$ cat config.mk
export PLATFORM = sky130hd
export DESIGN_NAME = mcu_spi_responder_flat
export DESIGN_NICKNAME = d
export VERILOG_FILES = /design/src/rtl/mcu_spi_pkg.sv /design/src/rtl/mcu_spi_responder_if.sv /design/src/rtl/ps2_byte_fifo.sv /design/src/rtl/mcu_spi_responder.sv /design/src/flat_wrapper.sv
export SDC_FILE = /design/constraint.sdc
export NUM_CORES = 1
export LEC_CHECK = 0
export ABC_CLOCK_PERIOD_IN_PS = 6400
export BUFFER_PORTS_ARGS = -buffer_cell sky130_fd_sc_hd__buf_4
export CORE_UTILIZATION = 39
export CTS_BUF_LIST = sky130_fd_sc_hd__clkbuf_8
export DETAILED_ROUTE_END_ITERATION = 12
export GPL_TIMING_DRIVEN = 0
export PLACE_DENSITY = 0.68
export SYNTH_ARGS = -nofsm -noshare
export SYNTH_HDL_FRONTEND = slang
export SYNTH_SLANG_ARGS = --single-unit
$ cat constraint.sdc
create_clock -name clk -period 6.4 [get_ports clk]
set_input_delay 0.64 -clock clk [delete_from_list [all_inputs] [get_ports clk]]
set_output_delay 0.64 -clock clk [all_outputs]
set_load 0.1 [all_outputs]
$ cat src/rtl/mcu_spi_pkg.sv
// Shared constants and types for the MCU SPI responder: command codes, FIFO default depth
// and the transfer state encoding.
package mcu_spi_pkg;

    localparam int unsigned FifoDepthDefault = 4;

    localparam logic [7:0] CmdButtons = 8'h01;
    localparam logic [7:0] CmdJoy0    = 8'h02;
    localparam logic [7:0] CmdJoy1    = 8'h03;
    localparam logic [7:0] CmdKbd     = 8'h05;
    localparam logic [7:0] CmdMouse   = 8'h06;
    localparam logic [7:0] CmdStatus  = 8'h15;

    typedef enum logic [1:0] {
        StWaitIdle,
        StCmd,
        StData
    } xfer_state_e;

endpackage

$ cat src/rtl/mcu_spi_responder_if.sv
// SPI bus between the MCU (master modport) and the guest-side responder (slave modport).
interface mcu_spi_responder_if;
    logic spi_sck;
    logic spi_di;
    logic spi_do;
    logic conf_data0;

    modport master (
        output spi_sck,
        output spi_di,
        output conf_data0,
        input  spi_do
    );

    modport slave (
        input  spi_sck,
        input  spi_di,
        input  conf_data0,
        output spi_do
    );
endinterface

$ cat src/rtl/ps2_byte_fifo.sv
// First-word-fall-through byte FIFO; a push into a full FIFO is accepted only when a pop
// happens in the same cycle.
module ps2_byte_fifo #(
    parameter int unsigned Width = 8,
    parameter int unsigned Depth = 4
) (
    input  logic             clk,
    input  logic             reset_n,
    input  logic             push,
    input  logic             pop,
    input  logic [Width-1:0] wdata,
    output logic [Width-1:0] rdata,
    output logic             full,
    output logic             empty
);

    localparam int unsigned   PtrW     = (Depth > 1) ? $clog2(Depth) : 1;
    localparam logic [PtrW:0] DepthCnt = (PtrW + 1)'(Depth);

    logic [Width-1:0] mem_q [Depth];
    logic [PtrW-1:0]  wr_ptr_q, wr_ptr_d;
    logic [PtrW-1:0]  rd_ptr_q, rd_ptr_d;
    logic [PtrW:0]    count_q, count_d;
    logic             pop_ok, push_ok;

    assign empty   = (count_q == '0);
    assign full    = (count_q == DepthCnt);
    assign pop_ok  = pop & ~empty;
    assign push_ok = push & (~full | pop_ok);
    assign rdata   = empty ? '0 : mem_q[rd_ptr_q];

    always_comb begin
        wr_ptr_d = wr_ptr_q + PtrW'(push_ok);
        rd_ptr_d = rd_ptr_q + PtrW'(pop_ok);
        count_d  = count_q + (PtrW + 1)'(push_ok) - (PtrW + 1)'(pop_ok);
    end

    always_ff @(posedge clk or negedge reset_n) begin
        if (!reset_n) begin
            wr_ptr_q <= '0;
            rd_ptr_q <= '0;
            count_q  <= '0;
        end else begin
            wr_ptr_q <= wr_ptr_d;
            rd_ptr_q <= rd_ptr_d;
            count_q  <= count_d;
        end
    end

    // Storage needs no reset: rdata is forced to zero while empty.
    always_ff @(posedge clk) begin
        if (push_ok) begin
            mem_q[wr_ptr_q] <= wdata;
        end
    end

endmodule

$ cat src/rtl/mcu_spi_responder.sv
// MCU SPI command responder: latches buttons/joysticks, streams keyboard bytes, returns status.
// Define PS2_MOUSE_EN to add a mouse byte FIFO fed by command 0x06.
module mcu_spi_responder
    import mcu_spi_pkg::*;
#(
    parameter int unsigned FIFO_DEPTH = FifoDepthDefault
) (
    input  logic               clk,
    input  logic               reset_n,
    mcu_spi_responder_if.slave spi,
    input  logic [7:0]         core_status,
    output logic [7:0]         buttons,
    output logic [7:0]         joystick_0,
    output logic [7:0]         joystick_1,
    output logic [7:0]         kbd_data,
    output logic               kbd_valid,
    input  logic               kbd_ready,
    output logic               kbd_overflow
`ifdef PS2_MOUSE_EN
    ,
    output logic [7:0]         mouse_data,
    output logic               mouse_valid,
    input  logic               mouse_ready,
    output logic               mouse_overflow
`endif
);

    logic [1:0]  sck_sync_q, sck_sync_d;
    logic [1:0]  di_sync_q, di_sync_d;
    logic [1:0]  cs_sync_q, cs_sync_d;
    logic        sck_prev_q, sck_prev_d;
    xfer_state_e state_q, state_d;
    logic [2:0]  bit_cnt_q, bit_cnt_d;
    logic [6:0]  shift_q, shift_d;
    logic [7:0]  cmd_q, cmd_d;
    logic [7:0]  idx_q, idx_d;
    logic [7:0]  tx_q, tx_d;
    logic        spi_do_q, spi_do_d;
    logic [7:0]  buttons_q, buttons_d;
    logic [7:0]  joy0_q, joy0_d;
    logic [7:0]  joy1_q, joy1_d;
    logic        kbd_ovf_q, kbd_ovf_d;

    logic        sck_s, di_s, cs_s, sck_rise, sck_fall;
    logic [7:0]  rx_byte;
    logic        kbd_push, kbd_pop, kbd_full, kbd_empty;
`ifdef PS2_MOUSE_EN
    logic        mouse_push, mouse_pop, mouse_full, mouse_empty;
    logic        mouse_ovf_q, mouse_ovf_d;
`endif

    assign sck_s    = sck_sync_q[1];
    assign di_s     = di_sync_q[1];
    assign cs_s     = cs_sync_q[1];
    assign sck_rise = sck_s & ~sck_prev_q;
    assign sck_fall = ~sck_s & sck_prev_q;
    assign rx_byte  = {shift_q, di_s};

    always_comb begin
        sck_sync_d = {sck_sync_q[0], spi.spi_sck};
        di_sync_d  = {di_sync_q[0], spi.spi_di};
        cs_sync_d  = {cs_sync_q[0], spi.conf_data0};
        sck_prev_d = sck_s;
        state_d    = state_q;
        bit_cnt_d  = bit_cnt_q;
        shift_d    = shift_q;
        cmd_d      = cmd_q;
        idx_d      = idx_q;
        tx_d       = tx_q;
        buttons_d  = buttons_q;
        joy0_d     = joy0_q;
        joy1_d     = joy1_q;
        kbd_push   = 1'b0;
`ifdef PS2_MOUSE_EN
        mouse_push = 1'b0;
`endif

        if (cs_s) begin
            // Deselect arms the receiver and drops any partial byte.
            state_d   = StCmd;
            bit_cnt_d = '0;
            shift_d   = '0;
            cmd_d     = '0;
            idx_d     = '0;
        end else if (state_q != StWaitIdle) begin
            if (sck_rise) begin
                shift_d   = rx_byte[6:0];
                bit_cnt_d = bit_cnt_q + 3'd1;
                if (bit_cnt_q == 3'd7) begin
                    if (state_q == StCmd) begin
                        state_d = StData;
                        cmd_d   = rx_byte;
                        idx_d   = '0;
                        if (rx_byte == CmdStatus) begin
                            tx_d = core_status;
                        end
                    end else begin
                        case (cmd_q)
                            CmdButtons: if (idx_q == 8'd0) buttons_d = rx_byte;
                            CmdJoy0:    if (idx_q == 8'd0) joy0_d = rx_byte;
                            CmdJoy1:    if (idx_q == 8'd0) joy1_d = rx_byte;
                            CmdKbd:     kbd_push = 1'b1;
`ifdef PS2_MOUSE_EN
                            CmdMouse:   mouse_push = 1'b1;
`endif
                            CmdStatus:  tx_d = core_status;
                            default:    ;
                        endcase
                        if (idx_q != 8'hFF) begin
                            idx_d = idx_q + 8'd1;
                        end
                    end
                end
            end else if (sck_fall && bit_cnt_q != 3'd0 && state_q == StData) begin
                // The fall right after a byte boundary keeps the freshly loaded MSB on the line.
                tx_d = {tx_q[6:0], 1'b0};
            end
        end

        spi_do_d = (state_d == StData && cmd_d == CmdStatus) ? tx_d[7] : 1'b0;
    end

    assign kbd_pop   = kbd_ready & ~kbd_empty;
    assign kbd_ovf_d = kbd_ovf_q | (kbd_push & kbd_full & ~kbd_pop);

    ps2_byte_fifo #(
        .Width (8),
        .Depth (FIFO_DEPTH)
    ) u_kbd_fifo (
        .clk     (clk),
        .reset_n (reset_n),
        .push    (kbd_push),
        .pop     (kbd_pop),
        .wdata   (rx_byte),
        .rdata   (kbd_data),
        .full    (kbd_full),
        .empty   (kbd_empty)
    );

`ifdef PS2_MOUSE_EN
    assign mouse_pop   = mouse_ready & ~mouse_empty;
    assign mouse_ovf_d = mouse_ovf_q | (mouse_push & mouse_full & ~mouse_pop);

    ps2_byte_fifo #(
        .Width (8),
        .Depth (FIFO_DEPTH)
    ) u_mouse_fifo (
        .clk     (clk),
        .reset_n (reset_n),
        .push    (mouse_push),
        .pop     (mouse_pop),
        .wdata   (rx_byte),
        .rdata   (mouse_data),
        .full    (mouse_full),
        .empty   (mouse_empty)
    );

    always_ff @(posedge clk or negedge reset_n) begin
        if (!reset_n) begin
            mouse_ovf_q <= 1'b0;
        end else begin
            mouse_ovf_q <= mouse_ovf_d;
        end
    end

    assign mouse_valid    = ~mouse_empty;
    assign mouse_overflow = mouse_ovf_q;
`endif

    always_ff @(posedge clk or negedge reset_n) begin
        if (!reset_n) begin
            sck_sync_q <= '0;
            di_sync_q  <= '0;
            cs_sync_q  <= '0;
            sck_prev_q <= 1'b0;
            state_q    <= StWaitIdle;
            bit_cnt_q  <= '0;
            shift_q    <= '0;
            cmd_q      <= '0;
            idx_q      <= '0;
            tx_q       <= '0;
            spi_do_q   <= 1'b0;
            buttons_q  <= '0;
            joy0_q     <= '0;
            joy1_q     <= '0;
            kbd_ovf_q  <= 1'b0;
        end else begin
            sck_sync_q <= sck_sync_d;
            di_sync_q  <= di_sync_d;
            cs_sync_q  <= cs_sync_d;
            sck_prev_q <= sck_prev_d;
            state_q    <= state_d;
            bit_cnt_q  <= bit_cnt_d;
            shift_q    <= shift_d;
            cmd_q      <= cmd_d;
            idx_q      <= idx_d;
            tx_q       <= tx_d;
            spi_do_q   <= spi_do_d;
            buttons_q  <= buttons_d;
            joy0_q     <= joy0_d;
            joy1_q     <= joy1_d;
            kbd_ovf_q  <= kbd_ovf_d;
        end
    end

    assign spi.spi_do   = spi_do_q;
    assign buttons      = buttons_q;
    assign joystick_0   = joy0_q;
    assign joystick_1   = joy1_q;
    assign kbd_valid    = ~kbd_empty;
    assign kbd_overflow = kbd_ovf_q;

endmodule

$ cat src/flat_wrapper.sv
// flat-port wrapper written by rule: the top's interface ports become plain ports
module mcu_spi_responder_flat import mcu_spi_pkg::*;
#(
    parameter int unsigned FIFO_DEPTH = FifoDepthDefault
)
  (clk, reset_n, core_status, buttons, joystick_0, joystick_1, kbd_data, kbd_valid, kbd_ready, kbd_overflow, spi_spi_sck, spi_spi_di, spi_conf_data0, spi_spi_do);
  mcu_spi_responder_if spi_i ();
  input  logic clk;
  input  logic reset_n;
  input  logic [7:0] core_status;
  output logic [7:0] buttons;
  output logic [7:0] joystick_0;
  output logic [7:0] joystick_1;
  output logic [7:0] kbd_data;
  output logic kbd_valid;
  input  logic kbd_ready;
  output logic kbd_overflow;
  input wire logic [$bits(spi_i.spi_sck)-1:0] spi_spi_sck;
  input wire logic [$bits(spi_i.spi_di)-1:0] spi_spi_di;
  input wire logic [$bits(spi_i.conf_data0)-1:0] spi_conf_data0;
  output wire logic [$bits(spi_i.spi_do)-1:0] spi_spi_do;
  assign spi_i.spi_sck = spi_spi_sck;
  assign spi_i.spi_di = spi_spi_di;
  assign spi_i.conf_data0 = spi_conf_data0;
  assign spi_spi_do = spi_i.spi_do;
  mcu_spi_responder #(.FIFO_DEPTH(FIFO_DEPTH)) u_core (.clk(clk), .reset_n(reset_n), .spi(spi_i), .core_status(core_status), .buttons(buttons), .joystick_0(joystick_0), .joystick_1(joystick_1), .kbd_data(kbd_data), .kbd_valid(kbd_valid), .kbd_ready(kbd_ready), .kbd_overflow(kbd_overflow));
endmodule
; ---- Yosys cells after proc, flatten, opt, wreduce, memory -nomap -nowiden
; Memories as Yosys holds them, arrays and structs flattened.
; Index checks and enable logic that the tools add are counted.
[op_classes]
n_addsub = 6
eq_ne = 16
n_mux = 40
bitwise = 16
reduce_logical = 18
[ops]
columns = operator, count
row1 = $mux 8, 20
row2 = $eq 8x5->1 const B, 3
row3 = $mux 7, 3
row4 = $reduce_and 7->1, 3
row5 = $eq 8x2->1 const B, 2
row6 = $mux 2, 5
row7 = $reduce_bool 2->1, 5
row8 = $mux 1, 9
row9 = $mux 3, 3
row10 = $add 8x1->8 const B, 1
row11 = $eq 8x1->1 const B, 1
row12 = $eq 8x3->1 const B, 1
row13 = $logic_not 8->1, 1
row14 = $ne 8x8->1 const B, 1
row15 = $and 1x1->1, 7
row16 = $not 1->1, 7
row17 = $eq 3x3->1 const B, 2
row18 = $ne 3x3->1 const B, 2
row19 = $reduce_and 6->1, 1
row20 = $reduce_bool 3->1, 2
row21 = $add 2x1->2, 2
row22 = $eq 2x2->1 const B, 2
row23 = $reduce_and 4->1, 1
row24 = $add 3x1->3, 1
row25 = other kinds (8), 11
[totals]
ff_bits = 76
ramBits = 32
input_bits = 14
output_inout_bits = 35
word_cells = 116
memories = 1
[memory_table]
columns = memory, words, width, rd, rd_clocked_by_memory_dff, wr, line_no
row1 = u_core.u_kbd_fifo.mem_q, 4, 8, 1, 0, 1, ps2_byte_fifo.sv:20  ; logic [Width-1:0] mem_q [Depth];

; ---- Logic depth before layout (Yosys ltp)
; Gate-level depths: netlist of the first run.
[logic_depth]
depth_word = 10
mapped_depth = 11
mapped_depth_nobuf = 11

; ---- By module
; From an unflattened synthesis of the first run, not the netlist that was laid out.
[unflattened]
cells_unflattened = 348
hier_area_um2 = 4727.0
[by_module_without_submodules]
columns = module, n_inst, cells_each, area_per_inst_um2, seq_area_each_um2
row1 = mcu_spi_responder, 1, 266, 3066.7, 1726.7
row2 = ps2_byte_fifo, 1, 82, 1660.3, 1136.1

; ---- Worst setup path before layout of the first run
; OpenSTA, ideal clock, no wires.
[synth_timing]
path_type = flip-flop to output port
startpoint = register u_core.u_kbd_fifo.rd_ptr_q[0]
endpoint = output kbd_data[0]
arrival_time_ps = 2422
t_required_ps = 5760
path_slack_ps = 3338
stages_incl_launch_ff = 4
path_buffers = 1
cell_sequence = dfrtp_1 -> clkbuf_1 -> mux4_2 -> nor2b_1
[synth_between]
elab_chain_cells = 2
[synth_rtl]
columns = item, line_no
row1 = from (decl), ps2_byte_fifo.sv:22  ; logic [PtrW-1:0] rd_ptr_q, rd_ptr_d;
row2 = from (signal assigned), ps2_byte_fifo.sv:45  ; rd_ptr_q <= rd_ptr_d;
row3 = $mem_v2 4x8, n/a
row4 = $mux 8, ps2_byte_fifo.sv:30  ; assign rdata = empty ? '0 : mem_q[rd_ptr_q];
row5 = to (decl), flat_wrapper.sv:14  ; output logic [7:0] kbd_data;
; No other way between the ends.

; ---- Worst setup path in the final report of the first run
[layout_timing]
startpoint = register u_core.bit_cnt_q[0]
endpoint = memory u_core.u_kbd_fifo.mem_q[1][7] (enable)
[layout_between]
elab_chain_cells = 8
[layout_rtl]
columns = item, line_no
row1 = from (decl), mcu_spi_responder.sv:33  ; logic [2:0] bit_cnt_q, bit_cnt_d;
row2 = from (signal assigned), mcu_spi_responder.sv:193  ; bit_cnt_q <= bit_cnt_d;
row3 = $eq 3x3->1, mcu_spi_responder.sv:89  ; if (bit_cnt_q == 3'd7) begin
row4 = $mux 1, mcu_spi_responder.sv:89
row5 = $mux 1, mcu_spi_responder.sv:86  ; if (sck_rise) begin
row6 = $mux 1, mcu_spi_responder.sv:85  ; end else if (state_q != StWaitIdle) begin
row7 = $mux 1, mcu_spi_responder.sv:78  ; if (cs_s) begin
row8 = $and 1x1->1, ps2_byte_fifo.sv:29  ; assign push_ok = push & (~full | pop_ok);
row9 = $mux 1, ps2_byte_fifo.sv:52  ; if (push_ok) begin
row10 = $mux 1 (not written as such), ps2_byte_fifo.sv:53  ; mem_q[wr_ptr_q] <= wdata;
row11 = to (decl), ps2_byte_fifo.sv:20
; No other way between the ends.

==> results of run 1 <==
report_power, final:
part	switching (mW)	internal [mW]	leakage (nW)
combinational	0.358	0.133	0.920
clock	0.239	0.227	0.115
sequential	0.0159	0.729	1.32
total	0.613	1.09	2.35
worst max path at each step:
stage                                         end  slack, ns                          start
floorplan                             kbd_data[0]       3.34  u_core.u_kbd_fifo.rd_ptr_q[0]
global placement    u_core.u_kbd_fifo.mem_q[1][0]       3.22            u_core.bit_cnt_q[0]
detailed placement  u_core.u_kbd_fifo.mem_q[1][5]       3.14            u_core.bit_cnt_q[0]
CTS                 u_core.u_kbd_fifo.mem_q[1][7]       3.11            u_core.bit_cnt_q[0]
global route        u_core.u_kbd_fifo.mem_q[1][4]       2.86            u_core.bit_cnt_q[0]
finish              u_core.u_kbd_fifo.mem_q[1][7]       3.11            u_core.bit_cnt_q[0]
routing by layer:
| layer | global-route usage [%] | up-vias | wire [um] |
|---|---|---|---|
| met3 | 4.17 | 6 | 309 |
| li1 | - | 1342 | - |
| met5 | 0 | - | 0 |
| met4 | 3.67 | 0 | 57 |
| met2 | 25.0 | 49 | 4280 |
| met1 | 19.7 | 1436 | 3960 |
cells by family after synthesis:
family / count (synthesis) / synth area share, %
XOR/XNOR: 5 / 0.956
buffers and inverters: 20 / 1.64
multiplexers: 40 / 11.6
AO/OA/AOI/OAI: 48 / 6.88
adder cells (fa/ha/maj): 10 / 2.90
AND/OR/NAND/NOR: 107 / 13.5
flip-flops: 108 / 62.5
worst reg2reg max path, stage by stage, from the launching register on:
cell	delay [ns]
dfrtp_1	0.40
ha_1	0.17
ha_1	0.19
nand3b_1	0.21
nor4_1	0.33
nand4_1	0.21
nand2b_1	0.27
nor3b_1	1.11
layout make-up:
type                       count  area share [%]
buffer                         9           0.632
inverter                      11           0.772
multi-input combinational    210            30.7
clock inverter                 7            1.94
tap                          143            3.35
timing repair buffer          48            6.74
sequential                   108            53.5
clock buffer                   9            2.32
sequential cells by signal, summed over array words and instances (netlist names):
register,flops
u_core.cs_sync_q,2
u_core.spi.spi_do,1
u_core.idx_q,8
u_core.u_kbd_fifo.count_q,3
u_core.u_kbd_fifo.wr_ptr_q,2
u_core.joystick_1,8
u_core.sck_sync_q,2
u_core.di_sync_q,2
u_core.shift_q,7
u_core.joystick_0,8
u_core.cmd_q,8
u_core.u_kbd_fifo.rd_ptr_q,2
u_core.sck_prev_q,1
u_core.u_kbd_fifo.mem_q,32
u_core.state_q,2
u_core.bit_cnt_q,3
u_core.kbd_overflow,1
u_core.tx_q,8
u_core.buttons,8
Yosys cell counts, types with 9 or more instances:
| cell | count | area, um2 |
|---|---|---|
| inv_1 | 11 | 41.3 |
| nor2b_1 | 13 | 81.3 |
| o21ai_0 | 10 | 50.1 |
| dfrtp_1 | 76 | 1900 |
| nand2_1 | 27 | 101 |
| edfxtp_1 | 32 | 961 |
| mux2_1 | 21 | 236 |
| ha_1 | 9 | 113 |
| nor2_1 | 15 | 56.3 |
| a21oi_1 | 19 | 95.1 |
| clkbuf_1 | 9 | 33.8 |
==> flow_summary.toml, run 1 <==
[yosys]
postSynthAreaPerCell_um2 = 13.6
synth_ff_type = "dfrtp_1"
async_flop_share_pct = 70.4
synth_nets = 362
synth_warnings = 0
synthDistinctLibCells = 50
synth-edff-count = 32
ys_seq_area_share_pct = 62.5
syn-cell-area_um2 = 4580
synth_seq_cells = 108
synth_cells = 338

[finish]
antenna_cells = 0
synthToLayoutAreaGrowth_pct = 16.7
nFillCells = 1036
final_area_um2 = 5350
final_cell_mix = "dfrtp_1, buf_4, edfxtp_1"
layout-drive-gt1-share_pct = 21.1
seqCellArea_um2 = 2860
nNetsFinal = 421
multi_input_area_um2 = 1640
final_common_cell = "dfrtp_1"
finalCoreUtilization_pct = 46.8
fin_cells = 545

[clocking]
root_buffer = "clkbuf_8"
cts_hold_buffers = 0
cts_buffers = 9
tritoncts = "built"
clkSinkCount = 108
ctsResizeCount = 0
clkTransAtPathRegs_ns = 0.11
postCtsSetupBuffers = 0
htree_num_levels = 3
clockBufferDepth = 2
worstSkewPairLatency_ns = 0.37

[critical_path]
critical_path.most_common_cell = "ha_1"
reg2reg_from = "u_core.bit_cnt_q[0]"
slowest_stage = "nor3b_1"
reg2reg_to = "u_core.u_kbd_fifo.mem_q[1][7]"
critPathArrivalTime_ns = 3.28
reg2reg_slack_ns = 3.11
crit_cells = 7
path_class = "flop to flop"
ff2ff_path_depth = 7
path_cells = "ha_1 -> ha_1 -> nand3b_1 -> nor4_1 -> nand4_1 -> nand2b_1 -> nor3b_1"
start_kind = "flop"
worstPathRequired_ns = 6.39
crit_family = "simple AND/OR/NAND/NOR gates"
cp_max_fo = 8
cp_num_buf_inv = 0
end_kind = "flop"
cp_slowest_stage_delay_ns = 1.11

[timing]
fin_tns_setup_ns = 0
slew_headroom_pct = 9.74
tightest_slew_ns = 1.35
setup_slack_ns = 3.11
rsz0062_at_grt = "no"
post-route-min-period_ns = 3.29
finalMaxSlewViolations = 0
max_freq_mhz = 304
hold_violations = 0
finalSetupViolations = 0
finalClockSkew_ns = 0.0161
whs_ns = 0.358
min_period_over_period_pct = 51.4

[global_routing]
grt_antenna_before_repair = 0
grt_pass1_wl_mm = 13.8
first_global_vias = 2726
grt_start_max_net_pins = 77
grt.overflow.total = 0
grt_util_all_layers_pct = 15.1

[placement]
portBuffers = 48
hpwl_mm = 5.74
place_inst = 529
dp_slack_ns = 3.14
place_area_um2 = 5120
gp_congestion = 0.756

[min_path]
min_path_type = "flop to flop"
whs_endpoint = "u_core.cs_sync_q[1]"
hold_start = "u_core.cs_sync_q[0]"
hold_depth = 0

[floorplanning]
initial_utilization_pct = 40.1
rows = 39
die_w_um = 110
fp.dieH_um = 110
fp.dieArea_um2 = 12200
core_um2 = 11400
ios = 49

[power]
p_per_area_nw_per_um2 = 318
p_leak_nw = 2.35
peakVddDrop_mv = 0.383
total_power_mw = 1.70

[route]
dr.pass1.iters = 4
totalWireLength_mm = 8.60
via_per_inst = 5.20
routedWlPerCell_um = 15.8
vias = 2833
ant_nets = 0
drc = 0
first_iter_violations = 109

[job]
cap_violations = 0

[outcome]
status = "completed"
No activity file was read; power rests on OpenSTA's default activity.
==> run 2: changes to the inputs <==
--- a/config.mk
+++ b/config.mk
@@ -5,7 +5,8 @@
 export SDC_FILE = /design/constraint.sdc
 export NUM_CORES = 1
 export LEC_CHECK = 0
-export ABC_CLOCK_PERIOD_IN_PS = 6400
+export ABC_AREA = 1
+export ABC_CLOCK_PERIOD_IN_PS = 3100
 export BUFFER_PORTS_ARGS = -buffer_cell sky130_fd_sc_hd__buf_4
 export CORE_UTILIZATION = 39
 export CTS_BUF_LIST = sky130_fd_sc_hd__clkbuf_8
==> constraint.sdc (replaced) <==
create_clock -name clk -period 3.1 [get_ports clk]
set_input_delay 0.31 -clock clk [delete_from_list [all_inputs] [get_ports clk]]
set_output_delay 0.31 -clock clk [all_outputs]
set_load 0.1 [all_outputs]
==> flow_summary.toml, run 2 <==
[yosys]
synthDistinctLibCells = 28
synthTopCellsByCount = "nand2_1, dfrtp_1, nor2_1"
synth_warnings = 0
synth_top_area_share_pct = 40.1
synth_ff_type = "dfrtp_1"
synth_cells = 499
ys_seq_area_share_pct = 60.4
postSynthAreaPerCell_um2 = 9.51
syn-cell-area_um2 = 4740
yosys.area.top_type = "dfrtp_1"
synth-edff-count = 32
yosysMostFrequentCell = "nand2_1"
synth_area_leaders = "dfrtp_1, edfxtp_1, nand2_1"
synth_seq_cells = 108
synth_nets = 523
async_flop_share_pct = 70.4

[global_routing]
grt_start_max_net_pins = 77
grt.overflow.total = 0
grt_pass1_wl_mm = 16.1
grt_antenna_before_repair = 0
grt_util_all_layers_pct = 16.1
first_global_vias = 3367

[power]
p_per_area_nw_per_um2 = 655
p_int_mw = 2.14
netSwitchingPower_mw = 1.45
p_leak_nw = 2.58
p_seq_share_pct = 42.8
pwr-share-comb_pct = 33.7
peakVddDrop_mv = 0.321
power.share.clock_pct = 23.6
p_sw_share_pct = 40.4

[finish]
fin_cells = 706
final_common_cell = "nand2_1"
layout-drive-gt1-share_pct = 17.1
final_area_um2 = 5480
finalCoreUtilization_pct = 47.2
nNetsFinal = 582
largest_register_ff_count = 32
largest-register = "u_core.u_kbd_fifo.mem_q"
synthToLayoutAreaGrowth_pct = 15.5
final_cell_mix = "nand2_1, dfrtp_1, nor2_1"
antenna_cells = 0

[timing]
finalClockSkew_ns = 0.0128
min_period_over_period_pct = 88.3
fin_tns_setup_ns = 0
rsz0062_at_grt = "no"
finalSetupViolations = 0
finalMaxSlewViolations = 0
hold_violations = 0
tightest_slew_ns = 1.31
max_freq_mhz = 365
post-route-min-period_ns = 2.74
whs_ns = 0.0415
slew_headroom_pct = 12.2

[clocking]
tritoncts = "built"
clkTransAtPathRegs_ns = 0.10
cts_buffers = 9
clkSinkCount = 108
htree_num_levels = 3
worstSkewPairLatency_ns = 0.37
ctsResizeCount = 0
clockBufferDepth = 2
postCtsSetupBuffers = 0
cts_hold_buffers = 0
root_buffer = "clkbuf_8"

[placement]
hpwl_mm = 6.69
place_inst = 690
portBuffers = 48
gp_congestion = 0.836
place_area_um2 = 5280

[floorplanning]
die_w_um = 112
ios = 49
rows = 39
initial_utilization_pct = 40.8
fp.dieArea_um2 = 12600
fp.dieH_um = 112
core_um2 = 11600

[critical_path]
reg2reg_from = "u_core.state_q[0]"
reg2reg_slack_ns = 0.36
path_class = "flop to flop"
cp_slowest_stage_delay_ns = 1.02
reg2reg_to = "u_core.u_kbd_fifo.mem_q[3][3]"
slowest_stage = "nor3_1"
ff2ff_path_depth = 7
cp_max_fo = 8
critPathArrivalTime_ns = 2.73
path_cells = "inv_1 -> nor2_2 -> nor2_2 -> nand2_1 -> nor3_2 -> nand2_1 -> nor3_1"
worstPathRequired_ns = 3.09
start_kind = "flop"
end_kind = "flop"

[job]
cap_violations = 0

[outcome]
violations = "DRC"
status = "finished, violations left"

[route]
routedWlPerCell_um = 13.5
dr.pass1.iters = 8
totalWireLength_mm = 9.52
via_per_inst = 4.94
first_iter_violations = 270
ant_nets = 0
vias = 3488
drc = 1

[min_path]
hold_start = "spi_spi_di"
whs_endpoint = "u_core.di_sync_q[0]"
hold_depth = 1
min_path_type = "primary input to flop"
run 2: cell types whose count changed in the layout (fill, tap and decap cells not counted), sizes merged, moves of 7 or more:
cell and delta:
mux4 -8, o21ai +42, nand3 +16, mux2i -8, nor2 +58, nand2 +96
mux2 -24, o22ai +7, nor2b -13, inv +49
run 2: metal layers:
metal	track usage, %	wire [um]	up-vias
li1	-	-	1728
met1	21.0	4270	1682
met2	27.5	4780	63
met3	2.92	314	15
met4	4.89	155	0
met5	0	0	-
run 2: power by group through the flow:
| stage | clock (mW) | sequential [mW] | combinational (mW) |
|---|---|---|---|
| floorplan | 0 | 1.56 | 0.950 |
| global placement | 0 | 1.56 | 1.19 |
| detailed placement | 0 | 1.57 | 1.22 |
| CTS | 0.865 | 1.54 | 1.22 |
| global route | 0.910 | 1.54 | 1.30 |
| finish | 0.846 | 1.54 | 1.21 |
run 2: cell type report:
| cell class | instances | area (um2) |
|---|---|---|
| Buffer | 9 | 57.6 |
| Tap cell | 143 | 179 |
| Clock inverter | 7 | 68.8 |
| Sequential cell | 108 | 2860 |
| Inverter | 62 | 233 |
| Fill cell | 1097 | 6130 |
| Multi-Input combinational cell | 320 | 1600 |
| Timing Repair Buffer | 48 | 360 |
| Clock buffer | 9 | 124 |
run 2: worst max-delay path, delay by kind of cell, from the launching register on:
family | cells | cell delay, ns
buf+inv | 1 | 0.11
simple gates | 6 | 1.78
flops | 1 | 0.47
run 2: worst max-delay path by stage:
stage / start / endpoint / slack, ns / cells after the start
CTS: u_core.state_q[0] / u_core.u_kbd_fifo.mem_q[2][6] / 0.23 / 7
floorplan: u_core.u_kbd_fifo.count_q[1] / kbd_data[0] / -0.26 / 4
finish: u_core.state_q[0] / u_core.u_kbd_fifo.mem_q[3][3] / 0.36 / 7
detailed placement: u_core.state_q[0] / u_core.u_kbd_fifo.mem_q[2][5] / 0.24 / 7
global placement: u_core.state_q[0] / u_core.u_kbd_fifo.mem_q[2][5] / 0.30 / 7
global route: u_core.state_q[0] / u_core.u_kbd_fifo.mem_q[2][5] / 0.11 / 7
run 2: metrics by stage:
| stage | worst slack (ns) | power [mW] |
|---|---|---|
| floorplan | -0.256 | 2.51 |
| global placement | 0.298 | 2.76 |
| detailed placement | 0.245 | 2.78 |
| CTS | 0.228 | 3.62 |
| global route | 0.110 | 3.75 |
| finish | 0.361 | 3.59 |
run 2: logic make-up after synthesis:
group / Yosys count / share of synthesized area, %
compound gates: 74 / 9.15
xor+xnor: 5 / 0.923
fa+ha+maj: 10 / 2.80
buf+inv: 71 / 6.12
flops: 108 / 60.4
simple gates: 231 / 20.7
